===== config.mk =====
export PLATFORM = sky130hd
export DESIGN_NAME = bcd_stopwatch
export DESIGN_NICKNAME = d
export VERILOG_FILES = /design/src/rtl/bcd_stopwatch_pkg.sv /design/src/rtl/bcd_stopwatch_digit.sv /design/src/rtl/bcd_stopwatch.sv
export SDC_FILE = /design/constraint.sdc
export NUM_CORES = 1
export LEC_CHECK = 0
export CAP_MARGIN = 20
export CORE_ASPECT_RATIO = 1.1
export CORE_MARGIN = 8
export CORE_UTILIZATION = 50
export DETAILED_ROUTE_END_ITERATION = 6
export PLACE_DENSITY = 0.75
export SLEW_MARGIN = 25
export SYNTH_ARGS = -nofsm -noshare
export SYNTH_HDL_FRONTEND = slang
export SYNTH_SLANG_ARGS = --single-unit

===== constraint.sdc =====
create_clock -name fastclock -period 4.2 [get_ports fastclock]
set_clock_uncertainty 0.1 [all_clocks]
set_input_delay 0.42 -clock fastclock [delete_from_list [all_inputs] [get_ports fastclock]]
set_output_delay 0.42 -clock fastclock [all_outputs]
set_load 0.01 [all_outputs]

===== src/rtl/bcd_stopwatch_pkg.sv =====
// Shared definitions for the BCD stopwatch: FSM state encoding, 7-segment
// patterns and the prescaler divide helper.
package bcd_stopwatch_pkg;

  typedef enum logic [1:0] {
    ST_IDLE   = 2'd0,
    ST_RUN    = 2'd1,
    ST_PAUSED = 2'd2,
    ST_DONE   = 2'd3
  } state_t;

  // Active-high segment patterns, bit order {g,f,e,d,c,b,a}
  localparam logic [6:0] SEG_0 = 7'h3F;
  localparam logic [6:0] SEG_1 = 7'h06;
  localparam logic [6:0] SEG_2 = 7'h5B;
  localparam logic [6:0] SEG_3 = 7'h4F;
  localparam logic [6:0] SEG_4 = 7'h66;
  localparam logic [6:0] SEG_5 = 7'h6D;
  localparam logic [6:0] SEG_6 = 7'h7D;
  localparam logic [6:0] SEG_7 = 7'h07;
  localparam logic [6:0] SEG_8 = 7'h7F;
  localparam logic [6:0] SEG_9 = 7'h6F;
  localparam logic [6:0] SEG_BLANK_N = 7'h7F;

  function automatic int calc_div(input int clk_hz, input int tick_hz);
    return clk_hz / tick_hz;
  endfunction

  // Returns the active-low pattern for one BCD digit
  function automatic logic [6:0] seg_decode(input logic [3:0] d);
    case (d)
      4'd0:    return ~SEG_0;
      4'd1:    return ~SEG_1;
      4'd2:    return ~SEG_2;
      4'd3:    return ~SEG_3;
      4'd4:    return ~SEG_4;
      4'd5:    return ~SEG_5;
      4'd6:    return ~SEG_6;
      4'd7:    return ~SEG_7;
      4'd8:    return ~SEG_8;
      4'd9:    return ~SEG_9;
      default: return SEG_BLANK_N;
    endcase
  endfunction

endpackage


===== src/rtl/bcd_stopwatch_digit.sv =====
// One cascadable decimal digit: clear, saturating preset load, increment with
// carry-out and decrement with borrow-out.
module bcd_digit (
  input  logic       fastclock,
  input  logic       resetn,
  input  logic       inc,
  input  logic       dec,
  input  logic       clr,
  input  logic       ld,
  input  logic [3:0] ld_val,
  output logic [3:0] q,
  output logic       carry,
  output logic       borrow
);

  logic [3:0] r_q;

  always_ff @(posedge fastclock) begin
    if (!resetn)     r_q <= 4'd0;
    else if (clr)    r_q <= 4'd0;
    else if (ld)     r_q <= (ld_val > 4'd9) ? 4'd9 : ld_val;
    else if (inc)    r_q <= (r_q == 4'd9) ? 4'd0 : r_q + 4'd1;
    else if (dec)    r_q <= (r_q == 4'd0) ? 4'd9 : r_q - 4'd1;
  end

  assign q      = r_q;
  assign carry  = inc & (r_q == 4'd9);
  assign borrow = dec & (r_q == 4'd0);

endmodule


===== src/rtl/bcd_stopwatch.sv =====
// Multi-digit BCD up/down timer with run/pause control, preset load,
// wrap and terminal-count flags, and active-low 7-segment outputs.
module bcd_stopwatch
  import bcd_stopwatch_pkg::*;
#(
  parameter int CLK_HZ     = 50_000_000,
  parameter int TICK_HZ    = 1,
  parameter int NUM_DIGITS = 4
) (
  input  logic                    fastclock,
  input  logic                    resetn,
  input  logic                    clear,
  input  logic                    load,
  input  logic [4*NUM_DIGITS-1:0] load_value,
  input  logic                    start,
  input  logic                    stop,
  input  logic                    down,
  output logic [4*NUM_DIGITS-1:0] digits,
  output logic [7*NUM_DIGITS-1:0] seg,
  output logic                    tick,
  output logic                    wrap,
  output logic                    done,
  output logic                    running
);

  localparam int DIV = calc_div(CLK_HZ, TICK_HZ);
  localparam int PW  = $clog2(DIV);
  localparam logic [PW-1:0] PRESC_LAST = PW'(DIV - 1);

  state_t                  r_state;
  logic [PW-1:0]           r_presc;
  logic                    r_wrap;
  logic                    w_ctrl;
  logic                    w_tick;
  logic                    w_underflow;
  logic                    w_zero;
  logic [NUM_DIGITS:0]     w_carry;
  logic [NUM_DIGITS:0]     w_borrow;
  logic [4*NUM_DIGITS-1:0] w_digits;

  assign w_ctrl = clear | load;
  assign w_tick = (r_state == ST_RUN) && (r_presc == PRESC_LAST) && !w_ctrl;

  assign w_carry[0]  = w_tick & ~down;
  assign w_borrow[0] = w_tick & down;

  // A borrow out of the top digit means the value was already 0; the chain
  // would leave all 9s, so force every digit back to 0 on that edge.
  assign w_underflow = w_borrow[NUM_DIGITS];
  assign w_zero      = clear | w_underflow;

  for (genvar g = 0; g < NUM_DIGITS; g++) begin : g_digit
    bcd_digit u_digit (
      .fastclock (fastclock),
      .resetn    (resetn),
      .inc       (w_carry[g]),
      .dec       (w_borrow[g]),
      .clr       (w_zero),
      .ld        (load),
      .ld_val    (load_value[4*g +: 4]),
      .q         (w_digits[4*g +: 4]),
      .carry     (w_carry[g+1]),
      .borrow    (w_borrow[g+1])
    );
    assign seg[7*g +: 7] = seg_decode(w_digits[4*g +: 4]);
  end

  always_ff @(posedge fastclock) begin
    if (!resetn) begin
      r_state <= ST_IDLE;
      r_presc <= '0;
      r_wrap  <= 1'b0;
    end else if (w_ctrl) begin
      r_state <= ST_IDLE;
      r_presc <= '0;
      r_wrap  <= 1'b0;
    end else begin
      r_wrap <= w_carry[NUM_DIGITS];
      if (r_state == ST_RUN)
        r_presc <= (r_presc == PRESC_LAST) ? '0 : r_presc + PW'(1);
      case (r_state)
        ST_IDLE, ST_PAUSED: if (start && !stop) r_state <= ST_RUN;
        ST_RUN: begin
          if (stop)             r_state <= ST_PAUSED;
          else if (w_underflow) r_state <= ST_DONE;
        end
        default: r_state <= r_state;
      endcase
    end
  end

  assign digits  = w_digits;
  assign tick    = w_tick;
  assign wrap    = r_wrap;
  assign done    = (r_state == ST_DONE);
  assign running = (r_state == ST_RUN);

endmodule


Word-level counts from Yosys, hierarchy flattened
Memory sizes are Yosys's and may differ from the RTL's. A register that Yosys moved wholly into a read port is not among the register bits. Cells that the tools add are included.

Flip-flop bits (word level): 45. Memory bits (read-only): 448. Bits of input ports: 23. Word-level logic and storage cells: 104. Memories kept: 4.

Add/sub/neg operators: 9. Magnitude comparators: 4. Equal/unequal tests: 10. Multiplexer cells: 37. Bitwise logic cells: 14. Reductions and logical operators: 19.

Memories: (no name shown) (words 16, width 7, read ports 1, clocked after memory_dff 1, wr ports 0, RTL line bcd_stopwatch_pkg.sv:31) `case (d)`; (no name shown) (words 16, width 7, read ports 1, clocked after memory_dff 1, wr ports 0, RTL line bcd_stopwatch_pkg.sv:31); (no name shown) (words 16, width 7, read ports 1, clocked after memory_dff 1, wr ports 0, RTL line bcd_stopwatch_pkg.sv:31); (no name shown) (words 16, width 7, read ports 1, clocked after memory_dff 1, wr ports 0, RTL line bcd_stopwatch_pkg.sv:31).

Operator list (number): 2-to-1 mux 4 bit (32); adder 26 x 1 -> 26 bit, second input constant (1); equality test 26 bit, second input constant (1); 2-to-1 mux 26 bit (1); adder 4 x 1 -> 4 bit, second input constant (4); equality test 4 bit, second input constant (4); > comparator 4 bit, second input constant (4); logical NOT 4 bit (4); subtractor 4 x 1 -> 4 bit, second input constant (4); nonzero test 3 bit (4); AND 1 bit (10); 2-to-1 mux 2 bit (3); OR reduction 2 bit (3); equality test 2 bit, second input constant (2); one-hot mux 2 bit (2 select lines) (1); logical AND 1 bit (3); != test 3 x 2 -> 1 bit, second input constant (1); AND reduction 3 bit (1); equality test 2 x 1 -> 1 bit, second input constant (1); logical NOT 1 bit (2); logical NOT 2 bit (1); != test 2 bit, second input constant (1); NOT 1 bit (2); OR 1 bit (2); nonzero test 2 bit (1).

Logic depth before layout (Yosys ltp)
Gate-level depths: netlist (run 1).

Depth after elaboration: 12. Depth in mapped cells: 12. Depth with buffers taken out: 11.

By module
Synthesis (run 1) repeated with hierarchy kept, for this count alone.

Cells, all modules: 488. Area, all modules: 3598.5 sq um.

By module, submodules not included: bcd_stopwatch (times used 1, cells each 292, area each 2122.0 sq um, sequential area each 580.6 sq um); bcd_digit (times used 4, cells each 49, area each 369.1 sq um, sequential area each 80.1 sq um).

Worst setup path before layout (run 1)
OpenSTA, ideal clock, no wires.

Path kind: register to register. Start point: reg g_digit[2].u_digit.r_q[0]. End point: reg seg[25] (netlist name). Setup time: 0.120 ns. Arrival time: 2.899 ns. Data required time: 3.980 ns. Path slack: 1.081 ns. Stages on the path, launching flop included: 13. Buffers on the path: 3. Clock period less this slack: 3.119 ns. Cell sequence: dfxtp_1 -> buf_2 -> or4_1 -> nand4b_4 -> or4_4 -> nand2_1 -> buf_2 -> clkbuf_1 -> nor2_1 -> inv_1 -> ha_1 -> nor3_1 -> a211o_1.

Word-level cells in the longest chain between the ends: 6. Elaborated cells between the ends (all ways): 12. Those cells by class: eq/ne: 1; mux: 4; bitwise: 4; reduce/logical: 3.

RTL lines: start: declaration (RTL line bcd_stopwatch_digit.sv:16) `logic [3:0] r_q;`; start signal: assignment (RTL line bcd_stopwatch_digit.sv:21) `else if (ld) r_q <= (ld_val > 4'd9) ? 4'd9 : ld_val;`; start signal: assignment (RTL line bcd_stopwatch_digit.sv:22) `else if (inc) r_q <= (r_q == 4'd9) ? 4'd0 : r_q + 4'd1;`; start signal: assignment (RTL line bcd_stopwatch_digit.sv:23) `else if (dec) r_q <= (r_q == 4'd0) ? 4'd9 : r_q - 4'd1;`; equality test 4 bit or logical NOT 4 bit (tied branches) (RTL line bcd_stopwatch_digit.sv:27, bcd_stopwatch_digit.sv:28); AND 1 bit (on tied branches) (RTL line bcd_stopwatch_digit.sv:27, bcd_stopwatch_digit.sv:28); 2-to-1 mux 4 bit or AND 1 bit (tied branches) (RTL line bcd_stopwatch_digit.sv:22, bcd_stopwatch_digit.sv:28); 2-to-1 mux 4 bit or OR 1 bit (tied branches) (RTL line bcd_stopwatch_digit.sv:21, bcd_stopwatch.sv:50); 2-to-1 mux 4 bit (no line) or OR reduction 2 bit (tied branches); 2-to-1 mux 4 bit (no line) (*).

Every way passes the cells marked *; elsewhere a longest branch is shown, timed or not. A chain may end at the register's enable or synchronous reset.

Worst setup path after layout (run 1)
Start point: in load. End point: reg seg[21] (netlist name).

Word-level cells in the longest chain between the ends: 11. Elaborated cells between the ends (all ways): 19. Those cells by class: mux: 4; bitwise: 11; reduce/logical: 4.

RTL lines: start: declaration (RTL line bcd_stopwatch.sv:13) `input logic load,`; OR 1 bit (RTL line bcd_stopwatch.sv:41) `assign w_ctrl = clear | load;`; logical NOT 1 bit (RTL line bcd_stopwatch.sv:42) `assign w_tick = (r_state == ST_RUN) && (r_presc == PRESC_LAST) && !w_ctrl;`; logical AND 1 bit (RTL line bcd_stopwatch.sv:42); AND 1 bit (on tied branches) (RTL line bcd_stopwatch.sv:44, bcd_stopwatch.sv:45); AND 1 bit (on tied branches) (3 in a row) (RTL line bcd_stopwatch_digit.sv:27, bcd_stopwatch_digit.sv:28); 2-to-1 mux 4 bit or AND 1 bit (tied branches) (RTL line bcd_stopwatch_digit.sv:22, bcd_stopwatch_digit.sv:28); 2-to-1 mux 4 bit or OR 1 bit (tied branches) (RTL line bcd_stopwatch_digit.sv:21, bcd_stopwatch.sv:50); 2-to-1 mux 4 bit (no line) or OR reduction 2 bit (tied branches); 2-to-1 mux 4 bit (no line) (*).

Marks and branches as above.

==> impl_metrics.tcl, run 1 <==
set metrics [dict create \
    run_status "finished, final reports clean" \
    final_wirelength_mm 12.3 \
    unique_masters_post_synth 76 \
    regToRegSetupSlack_ns 0.77 \
    num-nets-final 663 \
    initial_antenna_violation_count 0 \
    timing.max_cap.violations 0 \
    layout_worst_path_cycle_share_pct 84.1 \
    utilization_pct 61.6 \
    avgSynthCellArea_um2 8.28 \
    drtIter0Drc 393 \
    numClockSinks 73 \
    grt_max_degree 26 \
    syn_std_cell_area_um2 4660 \
    hold_worst_path_end "r_presc[25]" \
    critical_path_required_ns 4.38 \
    cts_hold_buf 0 \
    crit_path_max_incr_delay_ns 0.68 \
    transition_at_the_pin_with_the_smallest_max_transition_slack_ns 0.987 \
    rsz_0062_raised_after_global_routing "no" \
    routabilityCongestion 0.867 \
    critPathLaunchType "input pin" \
    syn-instance-count 562 \
    wire_length_of_the_first_global_routing_pass_mm 20.6 \
    type_of_the_worst_setup_path "in -> reg" \
    worst_skew_pair.late_latency_ns 0.36 \
    remaining_drc_errors 0 \
    floorplan.die.width_um 108 \
    postPlaceCellArea_um2 5430 \
    timing.critical_path.fanout_max 12 \
    antenna-diode-count 0 \
    vias_per_cell 5.93 \
    crit-reg2reg-launch "g_digit[1].u_digit.q[1]" \
    number_of_placed_cells_counting_well_taps 725 \
    cts_max_level 3 \
    power.density_nw_per_um2 294 \
    whs_path_depth 2 \
    io_buffer_count 70 \
    dieArea_um2 12700 \
    layout.cell_area.non_filler_um2 5670 \
    rr_endpoint "seg[18]" \
    antenna_violating_nets_post_route 0 \
    chip_height_um 117 \
    num_io_pins 71 \
    placementRows 37 \
    start_util_pct 50.5 \
    critical_path.slowest_cell "clkdlybuf4s50_1" \
    cts_buffer_depth 2 \
    place_ws_ns 0.360 \
    report.final.slew_viol_count 0 \
    hp-start "r_presc[25]" \
    area.growth.synth_to_final_pct 21.9 \
    synth_nets 606 \
    clock_tree_from_tritoncts "built" \
    synth-edff-count 0 \
    cp_cell_sequence "clkdlybuf4s50_1, nor4b_1, nand4b_4, or4_1, and4_1, a311oi_2, nor2_1, inv_1, ha_1, o21ai_0, a31oi_1" \
    num_vias 4392 \
    leakage_nw 2.12 \
    post_cts.resized_instances 0 \
    synth.area.top_cells "dfxtp_1 31%, ha_1 5.6%, nor2_1 5.0%, xor2_1 3.4%, mux2i_1 3.2%" \
    post-synth-top-area-fraction_pct 31.4 \
    synthesis.yosys.warnings 0 \
    worst_setup_path_end_kind "flip-flop" \
    final.hold.worst_slack_ns 0.423 \
    cts-buffers-inserted 9 \
    track_usage_pct 20.1 \
    drt_pass1_iterations 5 \
    vdd_drop_max_mv 0.168 \
    clock_root_buffer_master "clkbuf_8" \
    finalSetupTns_ns 0 \
    synth_seq_cells 73 \
    grt_pass1_vias 4303 \
    timing.final.ws_setup_ns 0.667 \
    globalRouteOverflowTotal 0 \
    period_needed_ns 3.53 \
    ys_seq_area_share_pct 31.4 \
    placeableCoreArea_um2 9210 \
    synth_ff_type "dfxtp_1" \
    post_cts.repair.setup_buffers 0 \
    worst_r2r_path_depth 10 \
    finalSetupViolations 0 \
    wire_per_inst_um 16.6 \
    hpwl_mm 8.99 \
    critical_path_arrival_ns 3.72 \
    fraction_of_final_layout_cells_sized_beyond_drive_strength_1_pct 8.33 \
    max_clock_freq_mhz 283 \
    cts.clk_slew.worst_paths_ns 0.08 \
    fin_cells 741 \
    finalHoldViolCount 0 \
    power.total_mw 1.67 \
    synthDominantAreaCellType "dfxtp_1" \
    ys_async_sr_fraction_pct 0 \
    timing.hold.worst.class "reg -> reg" \
    slew-limit-headroom_pct 34.0 \
]
==> placed cells by master (no fill, tap or decap), types with 3 or more instances in the layout <==
master and count:
xor2_1 18, xnor2_1 16, and3_1 9, o31ai_1 7, ha_1 21, buf_4 11, mux2i_1 15, o21ai_0 22
nand3b_1 5, or4_1 4, o211ai_1 6, or2_2 3, nand4_1 16, nor3_1 18, and4_1 6, bufinv_16 3
a211oi_1 9, dfxtp_1 73, clkdlybuf4s50_1 70, a31oi_1 10, nor4b_1 3, nand2b_1 5, o32ai_1 4, clkbuf_8 10
or3_1 3, mux2_2 3, o21a_1 4, a221oi_1 6, nor2b_1 8, a21oi_1 16, nor4_1 8, and2_1 12
nor2_1 62, inv_1 31, nor3_2 3, nand2_1 34, a211o_1 5, nand3_1 14
==> kinds of logic after synthesis <==
kind of cell	synth area share (%)
adder cells (fa/ha/maj)	5.64
multiplexers	4.19
XOR/XNOR	6.40
AO/OA/AOI/OAI	18.1
AND/OR/NAND/NOR	28.4
flip-flops	31.4
buffers and inverters	5.91
==> state kept, by name, summed over array words and instances (netlist names) <==
signal             cells
r_presc               26
r_state                2
g_digit.u_digit.q     16
wrap                   1
seg                   28
==> cells in the mapped netlist (10+ instances only) <==
library cell	n
nor3_1	18
dfxtp_1	73
ha_1	21
xnor2_1	16
inv_1	31
o21ai_0	22
clkbuf_1	22
a21oi_1	16
nand4_1	16
nand2_1	34
a31oi_1	10
mux2i_1	15
nor2_1	62
buf_2	10
nand3_1	14
xor2_1	18
and2_1	12
==> where the power goes <==
part	switching, mW	internal (mW)
Clock	0.270	0.410
Sequential	0.0231	0.717
Combinational	0.127	0.124
Total	0.419	1.25
==> final cells by class <==
class,count,area [um^2]
fill,797,3540
multi-input combinational,422,2920
sequential,73,1460
timing repair buffer,81,783
tap,117,146
clock buffer,11,141
inverter,32,120
clock inverter,5,103
==> worst max-delay path: cells and delay by family <==
family,cells,cell delay (ns)
buffers and inverters,2,0.83
and+or+nand+nor,5,1.57
adders and majority gates,1,0.15
AOI/OAI and AO/OA,3,0.75
==> metal layers <==
metal  up-vias  GRT usage (%)  part of all wire [%]
met5         -              0                     0
met4         0           9.44                   2.1
met3        25           4.87                   6.3
met2       151           33.0                    48
met1      2069           24.2                    44
li1       2147              -                     -
==> worst max-delay path by stage <==
stage / start / end / slack, ns
floorplan: g_digit[2].u_digit.q[0] / seg[25] / 1.08
global placement: load / seg[11] / 0.46
global route: load / seg[25] / 0.44
CTS: load / seg[25] / 0.75
finish: load / seg[21] / 0.67
detailed placement: load / seg[25] / 0.36
Note: power is estimated with default switching activity, not from simulation.
==> inputs of run 2 (changes only) <==
PLACE_DENSITY = 0.78   (was 0.75)
clock period = 3.2 ns   (was 4.2 ns; I/O delays follow)
==> run 2 against run 1 <==
Effect of this change: first-iteration DRC count shrank 0.25%; critical path depth rose by 1; non-clock buffer count increased by 70; sequential power is 29% higher; register-to-register slack got worse by 0.68 ns; critical endpoint is now seg[26].
==> impl_metrics.tcl, run 2 (synthesis results as in run 1) <==
set metrics [dict create \
    drtIter0Drc 392 \
    timing.max_cap.violations 0 \
    max_clock_freq_mhz 321 \
    vdd_drop_max_mv 0.351 \
    cts_hold_buf 0 \
    num_vias 4776 \
    num_io_pins 71 \
    remaining_drc_errors 0 \
    fraction_of_final_layout_cells_sized_beyond_drive_strength_1_pct 20.0 \
    finalSetupViolations 0 \
    start_util_pct 50.5 \
    cts.clk_slew.worst_paths_ns 0.07 \
    vias_per_cell 5.89 \
    fin_cells 811 \
    worst_setup_path_end_kind "flip-flop" \
    hpwl_mm 9.93 \
    critPathLaunchType "flip-flop" \
    regToRegSetupSlack_ns 0.09 \
    antenna_violating_nets_post_route 0 \
    num-nets-final 733 \
    clock_root_buffer_master "clkbuf_8" \
    chip_height_um 117 \
    type_of_the_worst_setup_path "reg -> reg" \
    utilization_pct 67.6 \
    layout.cells.most_common_list "81 x buf_4, 71 x dfxtp_1, 70 x clkdlybuf4s50_1, 61 x nor2_1, 34 x nand2_1" \
    cts_max_level 3 \
    critical_path_arrival_ns 3.25 \
    wire_length_of_the_first_global_routing_pass_mm 21.7 \
    antenna-diode-count 0 \
    initial_antenna_violation_count 0 \
    cts_buffer_depth 2 \
    period_needed_ns 3.11 \
    timing.critical_path.fanout_max 8 \
    io_buffer_count 70 \
    worst_skew_pair.late_latency_ns 0.35 \
    finalSetupTns_ns 0 \
    routabilityCongestion 0.953 \
    finalHoldViolCount 0 \
    critical_path_required_ns 3.34 \
    numClockSinks 73 \
    floorplan.die.width_um 108 \
    track_usage_pct 21.0 \
    report.final.slew_viol_count 0 \
    wire_per_inst_um 16.4 \
    grt_max_degree 26 \
    placementRows 37 \
    power.density_nw_per_um2 323 \
    layout_worst_path_cycle_share_pct 97.3 \
    transition_at_the_pin_with_the_smallest_max_transition_slack_ns 0.627 \
    leakage_nw 2.44 \
    grt_pass1_vias 4610 \
    placeableCoreArea_um2 9210 \
    area.growth.synth_to_final_pct 33.8 \
    run_status "finished, final reports clean" \
    slew-limit-headroom_pct 57.9 \
    number_of_placed_cells_counting_well_taps 794 \
    timing.hold.worst.class "reg -> reg" \
    cts-buffers-inserted 9 \
    layout_commonest_cell "buf_4" \
    clock_tree_from_tritoncts "built" \
    largest_register_ffs 28 \
    drt_pass1_iterations 5 \
    dieArea_um2 12700 \
    globalRouteOverflowTotal 0 \
    final_wirelength_mm 13.3 \
]
==> run 2: worst max-delay path, cell delays in order (launching register included) <==
cell,delay [ns]
dfxtp_2,0.35
ha_2,0.18
nand4_1,0.14
or3_4,0.48
buf_4,0.18
a211oi_1,0.38
xor2_1,0.14
o211ai_1,0.35
inv_1,0.14
ha_1,0.22
nor2_1,0.11
a2bb2oi_1,0.07
o2bb2ai_1,0.15
==> run 2: area by class of cell <==
| class | instances | area (um^2) |
|---|---|---|
| clock inverter | 2 | 12.5 |
| multi-input combinational | 422 | 3010 |
| fill | 719 | 2980 |
| sequential | 73 | 1460 |
| clock buffer | 14 | 163 |
| inverter | 32 | 120 |
| timing repair buffer | 151 | 1310 |
| tap | 117 | 146 |
==> run 2: timing repair <==
item | in CTS | in global routing
pin swaps | 0 | 7
setup buffers | 0 | 1
resized for setup | 1 | 20
setup endpoints to repair | 3 | 23
==> run 2: layer usage <==
layer,GRT usage [%],vias to the layer above,part of all wire [%],wire length (um)
met5,0,-,0,0
met4,9.44,0,2.4,317
met3,4.55,40,6.3,834
met2,35.9,201,49,6580
met1,24.5,2253,42,5600
li1,-,2282,-,-
==> run 2: where the power goes <==
group / internal, mW / switching [mW]
clock network: 0.324 / 0.336
registers: 0.941 / 0.0165
logic: 0.201 / 0.195
total: 1.47 / 0.547
==> run 2: path summary, 6_finish.rpt <==
kind	startpoint	endpoint	cells after the start
setup / recovery	r_presc[0]	seg[26]	12
hold / removal	r_presc[1]	r_presc[1]	2
setup reg to reg	r_presc[0]	seg[26]	12
hold reg to reg	r_presc[1]	r_presc[1]	2
==> run 2: through the flow <==
step	setup slack [ns]	cell area [um^2]	hold WS, ns	total power [mW]
after floorplan	0.0810	4660	0.317	1.17
after global placement	-0.0982	5950	0.390	1.35
after detailed placement	-0.102	5950	0.400	1.36
after CTS	0.0000424	6130	0.420	2.02
after global routing	-0.0619	6230	0.439	2.10
final	0.0852	6230	0.416	2.01
==> inputs of run 3 (changes only) <==
REMOVE_ABC_BUFFERS = 1   (was unset)
SLEW_MARGIN = unset   (was 25)
==> run 3 against run 2 <==
Effect of this change: register-to-register slack better by 0.08 ns; count of clock-buffer cells in the layout up 1; first-iteration DRC count down 36%; die area is the same; power is 1.6% higher; critical path depth decreased by 2; non-clock buffer count fell by 4; worst hold slack improved by 0.018 ns; combinational power shrank 3%; sequential power about the same; design area decreased by 0.90%; utilization down 0.61 points; critical path type unchanged; largest cell class unchanged; largest power group unchanged; highest routed layer unchanged.
==> impl_metrics.tcl, run 3 (synthesis results as in run 1) <==
set metrics [dict create \
    globalRouteOverflowTotal 0 \
    vias_per_cell 5.78 \
    layout_worst_path_cycle_share_pct 94.7 \
    numClockSinks 73 \
    whs_path_depth 2 \
    crit-reg2reg-launch "r_presc[1]" \
    period_needed_ns 3.03 \
    layout.cells.most_common_list "76 x buf_4, 70 x dfxtp_1, 70 x clkdlybuf4s50_1, 61 x nor2_1, 34 x nand2_1" \
    io_buffer_count 70 \
    timing.max_cap.violations 0 \
    cts_hold_buf 0 \
    critPathLaunchType "flip-flop" \
    wire_per_inst_um 16.2 \
    placementRows 37 \
    wire_length_of_the_first_global_routing_pass_mm 20.6 \
    chip_height_um 117 \
    num-nets-final 729 \
    timing.critical_path.fanout_max 7 \
    antenna_violating_nets_post_route 0 \
    leakage_nw 2.42 \
    finalHoldViolCount 0 \
    utilization_pct 67.0 \
    run_status "finished, final reports clean" \
    critical_path_arrival_ns 3.17 \
    max_clock_freq_mhz 330 \
    floorplan.die.width_um 108 \
    cts.clk_slew.worst_paths_ns 0.07 \
    num_vias 4672 \
    hpwl_mm 9.99 \
    fraction_of_final_layout_cells_sized_beyond_drive_strength_1_pct 18.7 \
    hold_worst_path_end "r_presc[0]" \
    grt_max_degree 26 \
    regToRegSetupSlack_ns 0.17 \
    area.growth.synth_to_final_pct 32.6 \
    routabilityCongestion 0.920 \
    power.density_nw_per_um2 331 \
    rr_endpoint "seg[25]" \
    timing.hold.worst.class "reg -> reg" \
    largest_register_ffs 28 \
    worst_skew_pair.late_latency_ns 0.35 \
    final_wirelength_mm 13.1 \
    track_usage_pct 20.2 \
    vdd_drop_max_mv 0.224 \
    drtIter0Drc 251 \
    place_ws_ns -0.112 \
    clock_root_buffer_master "clkbuf_8" \
    layout_commonest_cell "buf_4" \
    dieArea_um2 12700 \
    worst_setup_path_end_kind "flip-flop" \
    slew-limit-headroom_pct 56.0 \
    finalSetupViolations 0 \
    start_util_pct 50.5 \
    layout.filler_cells 771 \
    cts-buffers-inserted 9 \
    grt_pass1_vias 4510 \
    cts_buffer_depth 2 \
    transition_at_the_pin_with_the_smallest_max_transition_slack_ns 0.655 \
    worst_r2r_path_depth 10 \
    rsz_0062_raised_after_global_routing "no" \
    drt_pass1_iterations 7 \
    timing.final.ws_setup_ns 0.169 \
    initial_antenna_violation_count 1 \
    remaining_drc_errors 0 \
    type_of_the_worst_setup_path "reg -> reg" \
    report.final.slew_viol_count 0 \
    placeableCoreArea_um2 9210 \
    hp-start "r_presc[0]" \
    critical_path_required_ns 3.34 \
    num_io_pins 71 \
    cts_max_level 3 \
    clock_tree_from_tritoncts "built" \
]
[run 3: how the worst max path moves through the flow]
stage                startpoint       to
floorplan           r_presc[19]  seg[18]
global placement          clear  seg[11]
detailed placement         load  seg[26]
CTS                  r_presc[0]  seg[25]
global route              clear  seg[26]
finish               r_presc[1]  seg[25]
[run 3: cell type report]
cell class | count | area (um^2) | share of cell area (%)
antenna | 1 | 2.50 | 0.0405
clock buffer | 15 | 186 | 3.02
clock inverter | 1 | 7.51 | 0.122
inverter | 32 | 120 | 1.95
multi-input combinational | 422 | 2970 | 48.1
sequential | 73 | 1470 | 23.7
tap | 117 | 146 | 2.37
timing repair buffer | 147 | 1280 | 20.7
[run 3: timing repair]
| action | 4_1_cts | 5_1_grt |
|---|---|---|
| endpoints found under the setup margin | 0 | 18 |
| gates resized for setup | 0 | 14 |
| setup buffers | 0 | 3 |
[run 3: report_power, final]
part | internal (mW) | total, mW | switching (mW)
clock network | 0.368 | 0.704 | 0.336
registers | 0.941 | 0.958 | 0.0169
logic | 0.197 | 0.383 | 0.187
[run 3: metrics by stage]
stage | TNS (ns) | area [um^2] | total power, mW | cells | hold slack (ns)
3_5_place_dp | -0.593 | 5900 | 1.36 | 788 | 0.404
3_3_place_gp | -0.103 | 5900 | 1.35 | 788 | 0.388
4_1_cts | 0 | 6100 | 2.06 | 804 | 0.437
2_1_floorplan | -0.674 | 4500 | 1.16 | 527 | 0.317
6_report | 0 | 6170 | 2.05 | 808 | 0.434
5_1_grt | 0 | 6170 | 2.13 | 808 | 0.466
[run 3: worst max-delay path, cell delays in order (launching register included)]
cell and delay (ns):
dfxtp_2 0.35, ha_1 0.17, nand4_1 0.14, or3_4 0.47
or4_4 0.56, and2_1 0.25, o211ai_1 0.16, buf_4 0.19
ha_1 0.17, nand2_1 0.06, a211o_1 0.29
[run 3: metal layers]
metal / track usage [%] / wire [um]
met2: 34.2 / 6300
met3: 5.09 / 933
met1: 23.2 / 5480
met5: 0 / 0
met4: 10.0 / 337
